$ cat src/rtl/pc_redirect_unit_pkg.sv
// Shared constants for the PC redirect unit: reset vector, FSM state encoding
// and the encoding of the next-PC target select.
package pc_redirect_unit_pkg;

    localparam logic [31:0] RESET_PC_DEFAULT = 32'h0040_0000;

    typedef logic state_t;
    localparam state_t RUN  = 1'b0;
    localparam state_t PEND = 1'b1;

    typedef enum logic [1:0] {
        SEL_SEQ = 2'd0,
        SEL_BR  = 2'd1,
        SEL_J   = 2'd2,
        SEL_JR  = 2'd3
    } tgt_sel_e;

endpackage

$ cat src/rtl/pc_target_mux.sv
// Combinational redirect target: branch/jump/jr address generation, priority
// select (jr > j > branch) and word-alignment of the selected target.
module pc_target_mux
    import pc_redirect_unit_pkg::*;
#(
    parameter int WIDTH = 32
) (
    input  logic             branch_taken,
    input  logic             jump,
    input  logic             jump_register,
    input  logic [WIDTH-1:0] resolve_pc4,
    input  logic [WIDTH-1:0] branch_offset,
    input  logic [25:0]      jump_index,
    input  logic [WIDTH-1:0] jr_target,
    output logic             redirect,
    output logic [WIDTH-1:0] target,
    output logic             misaligned
);

    logic [WIDTH-1:0] br_target;
    logic [WIDTH-1:0] j_target;
    logic [WIDTH-1:0] raw_target;
    tgt_sel_e         sel;

    assign br_target = resolve_pc4 + (branch_offset << 2);
    assign j_target  = {resolve_pc4[WIDTH-1:28], jump_index, 2'b00};

    always_comb begin
        sel = SEL_SEQ;
        if (jump_register)     sel = SEL_JR;
        else if (jump)         sel = SEL_J;
        else if (branch_taken) sel = SEL_BR;
    end

    always_comb begin
        raw_target = '0;
        case (sel)
            SEL_BR:  raw_target = br_target;
            SEL_J:   raw_target = j_target;
            SEL_JR:  raw_target = jr_target;
            default: raw_target = '0;
        endcase
    end

    assign redirect   = (sel != SEL_SEQ);
    assign misaligned = redirect && (raw_target[1:0] != 2'b00);
    // Low bits are dropped so the fetch PC always stays word aligned.
    assign target     = {raw_target[WIDTH-1:2], 2'b00};

endmodule

$ cat src/rtl/pc_redirect_unit.sv
// Fetch PC register with next-PC selection; a redirect arriving during a stall
// is parked in a pending register and applied when the stall releases.
module pc_redirect_unit
    import pc_redirect_unit_pkg::*;
#(
    parameter int               WIDTH    = 32,
    parameter logic [WIDTH-1:0] RESET_PC = RESET_PC_DEFAULT
) (
    input  logic             clk,
    input  logic             reset,
    input  logic             stall,
    input  logic             branch_taken,
    input  logic             jump,
    input  logic             jump_register,
    input  logic [WIDTH-1:0] resolve_pc4,
    input  logic [WIDTH-1:0] branch_offset,
    input  logic [25:0]      jump_index,
    input  logic [WIDTH-1:0] jr_target,
    output logic [WIDTH-1:0] pc,
    output logic [WIDTH-1:0] pc_plus4,
    output logic             flush,
    output logic             addr_error
);

    localparam logic [WIDTH-1:0] PC_STEP = WIDTH'(4);

    state_t           state_reg, state_next;
    logic [WIDTH-1:0] pc_reg, pc_next;
    logic [WIDTH-1:0] pending_reg, pending_next;
    logic             flush_reg, flush_next;
    logic             addr_error_reg, addr_error_next;

    logic             redirect;
    logic [WIDTH-1:0] target;
    logic             misaligned;

    pc_target_mux #(.WIDTH(WIDTH)) u_target_mux (
        .branch_taken  (branch_taken),
        .jump          (jump),
        .jump_register (jump_register),
        .resolve_pc4   (resolve_pc4),
        .branch_offset (branch_offset),
        .jump_index    (jump_index),
        .jr_target     (jr_target),
        .redirect      (redirect),
        .target        (target),
        .misaligned    (misaligned)
    );

    always_ff @(posedge clk) begin
        if (reset) state_reg <= RUN;
        else       state_reg <= state_next;
    end

    always_comb begin
        state_next = state_reg;
        case (state_reg)
            RUN:     if (stall && redirect) state_next = PEND;
            PEND:    if (!stall)            state_next = RUN;
            default: state_next = RUN;
        endcase
    end

    // In PEND the redirect inputs are stale copies of the captured one, so they are ignored.
    always_comb begin
        pc_next         = pc_reg;
        pending_next    = pending_reg;
        flush_next      = 1'b0;
        addr_error_next = addr_error_reg;
        case (state_reg)
            RUN: begin
                flush_next = redirect;
                if (redirect && misaligned) addr_error_next = 1'b1;
                if (!stall)        pc_next      = redirect ? target : pc_plus4;
                else if (redirect) pending_next = target;
            end
            PEND: begin
                if (!stall) pc_next = pending_reg;
            end
            default: ;
        endcase
    end

    always_ff @(posedge clk) begin
        if (reset) begin
            pc_reg         <= RESET_PC;
            pending_reg    <= '0;
            flush_reg      <= 1'b0;
            addr_error_reg <= 1'b0;
        end else begin
            pc_reg         <= pc_next;
            pending_reg    <= pending_next;
            flush_reg      <= flush_next;
            addr_error_reg <= addr_error_next;
        end
    end

    assign pc         = pc_reg;
    assign pc_plus4   = pc_reg + PC_STEP;
    assign flush      = flush_reg;
    assign addr_error = addr_error_reg;

endmodule

$ cat config.mk
export PLATFORM = sky130hd
export DESIGN_NAME = pc_redirect_unit
export DESIGN_NICKNAME = d
export VERILOG_FILES = /design/src/rtl/pc_redirect_unit_pkg.sv /design/src/rtl/pc_target_mux.sv /design/src/rtl/pc_redirect_unit.sv
export SDC_FILE = /design/constraint.sdc
export NUM_CORES = 1
export LEC_CHECK = 0
export ABC_AREA = 0
export CORE_UTILIZATION = 40
export CTS_CLUSTER_SIZE = 16
export DETAILED_ROUTE_END_ITERATION = 7
export PLACE_DENSITY_LB_ADDON = 0.12
export SKIP_LAST_GASP = 1
export SLEW_MARGIN = 20
export SYNTH_ARGS = -nofsm -noshare
export SYNTH_HDL_FRONTEND = slang
export SYNTH_SLANG_ARGS = --single-unit
$ cat constraint.sdc
create_clock -name clk -period 3.8 [get_ports clk]
set_input_delay 1.14 -clock clk [delete_from_list [all_inputs] [get_ports clk]]
set_output_delay 1.14 -clock clk [all_outputs]
set_load 0.01 [all_outputs]
==> flow_summary.ini, run 1 <==
[outcome]
status = complete, no violations

[synthesis]
ys_ff_latch = 63
synthArstFlopShare = 0
synth_seq_area_share = 0.233
netlist_top_cells_count = 90 x nand2_1, 75 x a21oi_1, 67 x nor2_1
yosys_warnings = 0
synth_enable_flop_cells = 0
synth_ff_type = dfxtp_1
yosysTopAreaCellShare = 0.233
yosysUniqueCellTypes = 63
syn_inst = 728
synth_most_common_cell = nand2_1
syn_area_um2 = 5410
yosysTopAreaCell = dfxtp_1
syn_area_per_cell_um2 = 7.43
synth.area.top_cells = dfxtp_1 23%, a21oi_1 6.9%, ha_1 6.9%

[run]
maxCapViolCount = 0

[power]
p_sw_frac = 0.316
p_seq_frac = 0.305
pwr-share-comb = 0.392
total_leakage_power_nw = 3.67
vdd_drop_max_mv = 0.262
design_power_total_w = 0.00252
power.internal_w = 0.00173
p_sw_w = 0.000795
p_per_area_nw_per_um2 = 297
clock_power_share = 0.303

[die]
die_w_um = 118
ios = 194
die_h_um = 118
dieArea_um2 = 14000
num_rows = 42
floorplan.initialDensity = 0.410
core_um2 = 13200

[route]
vias_per_cell = 5.64
ant_nets = 0
vias = 6562
first_iter_violations = 539
drt_pre_antenna_iters = 5
wl_per_cell_um = 17.2
drc_errors = 0
drt-total-wl_um = 20000

[cells_and_area]
final_util = 0.644
syn_to_final_growth_pct = 57.0
final_nets = 1142
antenna_cells = 0
drive_above_1_share = 0.168

[timing]
fin_tns_setup_ps = 0
finalSetupViolations = 0
tightest_slew_ps = 889
hold_violations = 0
fmax_mhz = 267
maxSlewViolCount = 0
maxSlewHeadroom = 0.404
min_period_over_period = 0.985
rsz0062_at_grt = false
fin_skew_ps = 5.07
fin_crit_ps = 3740

[global_routing]
gr-usage-all-layers = 0.282
antenna_found_initial = 0
grt_overflow = 0
grt_pass1_wl_um = 31800
grt_max_degree = 33
first_global_vias = 6312

[placed_design]
gp_congestion = 0.919
numPortBuffers = 187
hpwlAfterDp_um = 15500

[cts]
cts_sinks = 63
ctsHoldBuffers = 0
cts_made_buffers = 9
cts_tree = done
clk_path_buf_depth = 2
htree_levels = 3
clock_insertion_delay_worst_skew_ps = 330
cts-root-buf = clkbuf_16
clkTransAtPathRegs_ps = 50

[setup_path]
required_ps = 4020
arrival_ps = 3960
path_max_fanout = 2
worstSetupStartpointType = input port
r2r-start = state_reg
startpoint = resolve_pc4[10]
end_kind = flop
critPathKind = input port to flop

[worst_hold_path]
worstHoldStart = pending_reg[22]
hold_path.class = flop to flop
metal layers:
layer,track usage,wire (um),up-vias
met3,0.0372,1200,29
met2,0.465,9280,257
li1,-,-,3184
met1,0.384,9170,3092
met5,0,0,-
met4,0.0777,358,0
logic make-up after synthesis:
group           synth area share
buf+inv                   0.0685
xor+xnor                  0.0826
compound gates             0.319
flops                      0.233
mux                      0.00370
fa+ha+maj                 0.0731
other cells             0.000693
simple gates               0.219
final timing paths:
path,slack [ps],depth (start not counted),endpoint
setup / recovery,60,10,pc[30]
hold reg to reg,460,2,pending_reg[22]
hold / removal,460,2,pending_reg[22]
setup reg to reg,1330,6,pc[8]
through the flow:
stage	setup slack [ps]	instance area (um2)	std cells	hold WS [ps]
final	56.4	8490	1163	464
after global routing	6.41	8490	1163	487
after CTS	-71.8	8250	1159	465
after detailed placement	-547	7950	1143	455
after global placement	-524	7950	1143	445
after floorplan	86.5	5420	731	436
power by group through the flow:
stage / combinational [W] / clock (W) / sequential [W]
2_1_floorplan: 0.000469 / 0 / 0.000781
3_3_place_gp: 0.000933 / 0 / 0.000776
3_5_place_dp: 0.000945 / 0 / 0.000779
4_1_cts: 0.000950 / 0.000772 / 0.000767
5_1_grt: 0.00107 / 0.000799 / 0.000776
6_report: 0.000988 / 0.000763 / 0.000769
placed cells by master (no fill, tap or decap), types with 9 or more instances in the layout:
cell type        instances
clkdlybuf4s50_1        163
buf_4                  105
nand2_1                 90
a21oi_1                 71
nor2_1                  64
dfxtp_1                 60
o21ai_0                 47
xnor2_1                 33
nand3_1                 22
o221ai_1                22
ha_1                    22
a21o_1                  20
dlymetal6s2s_1          18
xor2_1                  16
inv_1                   16
a211oi_1                14
and3_1                  13
a221oi_1                12
o211ai_1                11
nor3_1                  10
nor2b_1                  9
and2_1                   9
clkbuf_16                9
timing repair:
item | CTS | global route
pin swaps | 8 | 18
gates cloned | 0 | 0
endpoints found under the setup margin | 19 | 30
buffers inserted | 1 | 4
gates resized for setup | 13 | 52
critical path, stage by stage:
cell	delay [ps]
clkdlybuf4s50_1	400
ha_1	310
nand3_2	90
or4_4	490
and3_4	200
or4_4	530
a31o_1	240
a211oi_2	300
and2_1	200
o21ai_2	50
final cells by class:
class,instances,area (um2)
tap,176,220
sequential,63,1260
clock buffer,15,278
fill,1199,4700
multi-input combinational,600,3980
inverter,17,63.8
timing repair buffer,292,2690
(Power assumes the default switching activity.)
==> run 2, diff against run 1 <==
Settings changed: CORE_UTILIZATION 40 to 42.
==> flow_summary.ini, run 2 (synthesis gave the netlist of run 1 again) <==
[setup_path]
crit_slowest_cell = or4_4
cpPeakStageDelay_ps = 520
required_ps = 4020
r2r-end = pc[8]
end_kind = flop
critical_path.top_delay_family = simple AND/OR/NAND/NOR gates
arrival_ps = 4030
r2r_setup_slack_ps = 1570
r2r-start = state_reg
path_cells = clkdlybuf4s50_1 > ha_1 > and3_4 > a221oi_4 > or4_4 > and3_4 > or4_4 > a31o_1 > a211oi_4 > and2_4 > o21ai_2
worst-path-buf-inv = 1
critPathKind = input port to flop
reg2regPathDepth = 7
path_max_fanout = 2
worstSetupStartpointType = input port

[power]
vdd_drop_max_mv = 0.224
p_per_area_nw_per_um2 = 307
design_power_total_w = 0.00258
total_leakage_power_nw = 3.61

[timing]
setup_slack_ps = -9.02
fin_skew_ps = 5.57
maxSlewViolCount = 0
rsz0062_at_grt = true
hold_violations = 0
fmax_mhz = 263
finalSetupViolations = 2
tightest_slew_ps = 697
maxSlewHeadroom = 0.535
fin_crit_ps = 3810
min_period_over_period = 1.00

[worst_hold_path]
holdPathEnd = pending_reg[9]
hold_path.class = flop to flop
hold_depth = 2
worstHoldStart = pending_reg[9]

[placed_design]
post-place-ws_ps = -542
numPortBuffers = 187
hpwlAfterDp_um = 15400
gp_congestion = 0.885

[cts]
cts_tree = done
clk_path_buf_depth = 2
clkTransAtPathRegs_ps = 50
clock_insertion_delay_worst_skew_ps = 330
cts-root-buf = clkbuf_16
htree_levels = 3
cts_made_buffers = 9
cts_sinks = 63
ctsHoldBuffers = 0

[outcome]
violations = negative setup slack
status = finished, violations left

[die]
die_w_um = 115
floorplan.initialDensity = 0.430
num_rows = 41
ios = 194
die_h_um = 115
core_um2 = 12600
dieArea_um2 = 13300

[cells_and_area]
final_util = 0.669
drive_above_1_share = 0.157
antenna_cells = 0
final_common_cell = clkdlybuf4s50_1
mostFrequentLayoutCells = 174 x clkdlybuf4s50_1, 98 x buf_4, 90 x nand2_1
ff_latch_area_um2 = 1270
multi_input_area_um2 = 3930
nFillCells = 1088
syn_to_final_growth_pct = 55.4
final_nets = 1135

[route]
vias_per_cell = 5.57
ant_nets = 0
vias = 6427
wl_per_cell_um = 17.1
first_iter_violations = 497
drt-total-wl_um = 19700
drt_pre_antenna_iters = 7
drc_errors = 0

[global_routing]
grt-busiest-layer = met2
first_global_vias = 5941
grt_max_degree = 33
gr-usage-all-layers = 0.290
grt_overflow = 0
use_met2 = 0.478
grt_pass1_wl_um = 30200
grtUsageMet3 = 0.0267
grt_use_met1 = 0.403
antenna_found_initial = 0

[run]
maxCapViolCount = 0
[run 2: area by class of cell]
type	count	area share
clock buffer	13	0.0322
clock inverter	3	0.00476
inverter	17	0.00759
multi-input combinational	600	0.467
sequential	63	0.151
tap	172	0.0256
timing repair buffer	285	0.312
[run 2: how the worst max path moves through the flow]
stage                   start  slack, ps              end  depth (start not counted)
6_report       resolve_pc4[5]         -9           pc[30]                         11
5_1_grt        resolve_pc4[5]       -140  pending_reg[25]                         13
4_1_cts                 pc[6]          3     pc_plus4[27]                          8
3_5_place_dp   resolve_pc4[2]       -540           pc[30]                         12
3_3_place_gp   resolve_pc4[2]       -520           pc[30]                         12
2_1_floorplan  resolve_pc4[5]         90           pc[30]                         10
[run 2: where the power goes]
part           switching (W)  leakage [nW]  internal, W
Sequential         0.0000554         0.522     0.000717
Clock               0.000280         0.156     0.000558
Combinational       0.000461          2.94     0.000507
Total               0.000796          3.61      0.00178
[run 2: layer usage]
metal  share of wire  wire length [um]
met1            0.46              8980
met5               0                 0
met4           0.020               399
met2            0.45              8930
met3           0.070              1370
[run 2: stage by stage]
stage	cells	TNS, ps	hold slack [ps]	instance area, um2
after global placement	1134	-8550	444	7910
after detailed placement	1134	-10070	452	7910
after CTS	1152	0	464	8260
after floorplan	731	0	436	5420
final	1153	-9.64	466	8410
after global routing	1153	-479	481	8410
[run 2: worst min-delay path, delay by kind of cell, from the launching register on]
family | cells | cell delay [ps]
AND/OR/NAND/NOR | 1 | 50
flip-flops | 1 | 310
AO/OA/AOI/OAI | 1 | 50
[run 2: timing repair]
item / CTS / global route
endpoints found under the setup margin: 19 / 31
pin swaps: 8 / 4
gates resized for setup: 15 / 29
setup buffers: 2 / 1
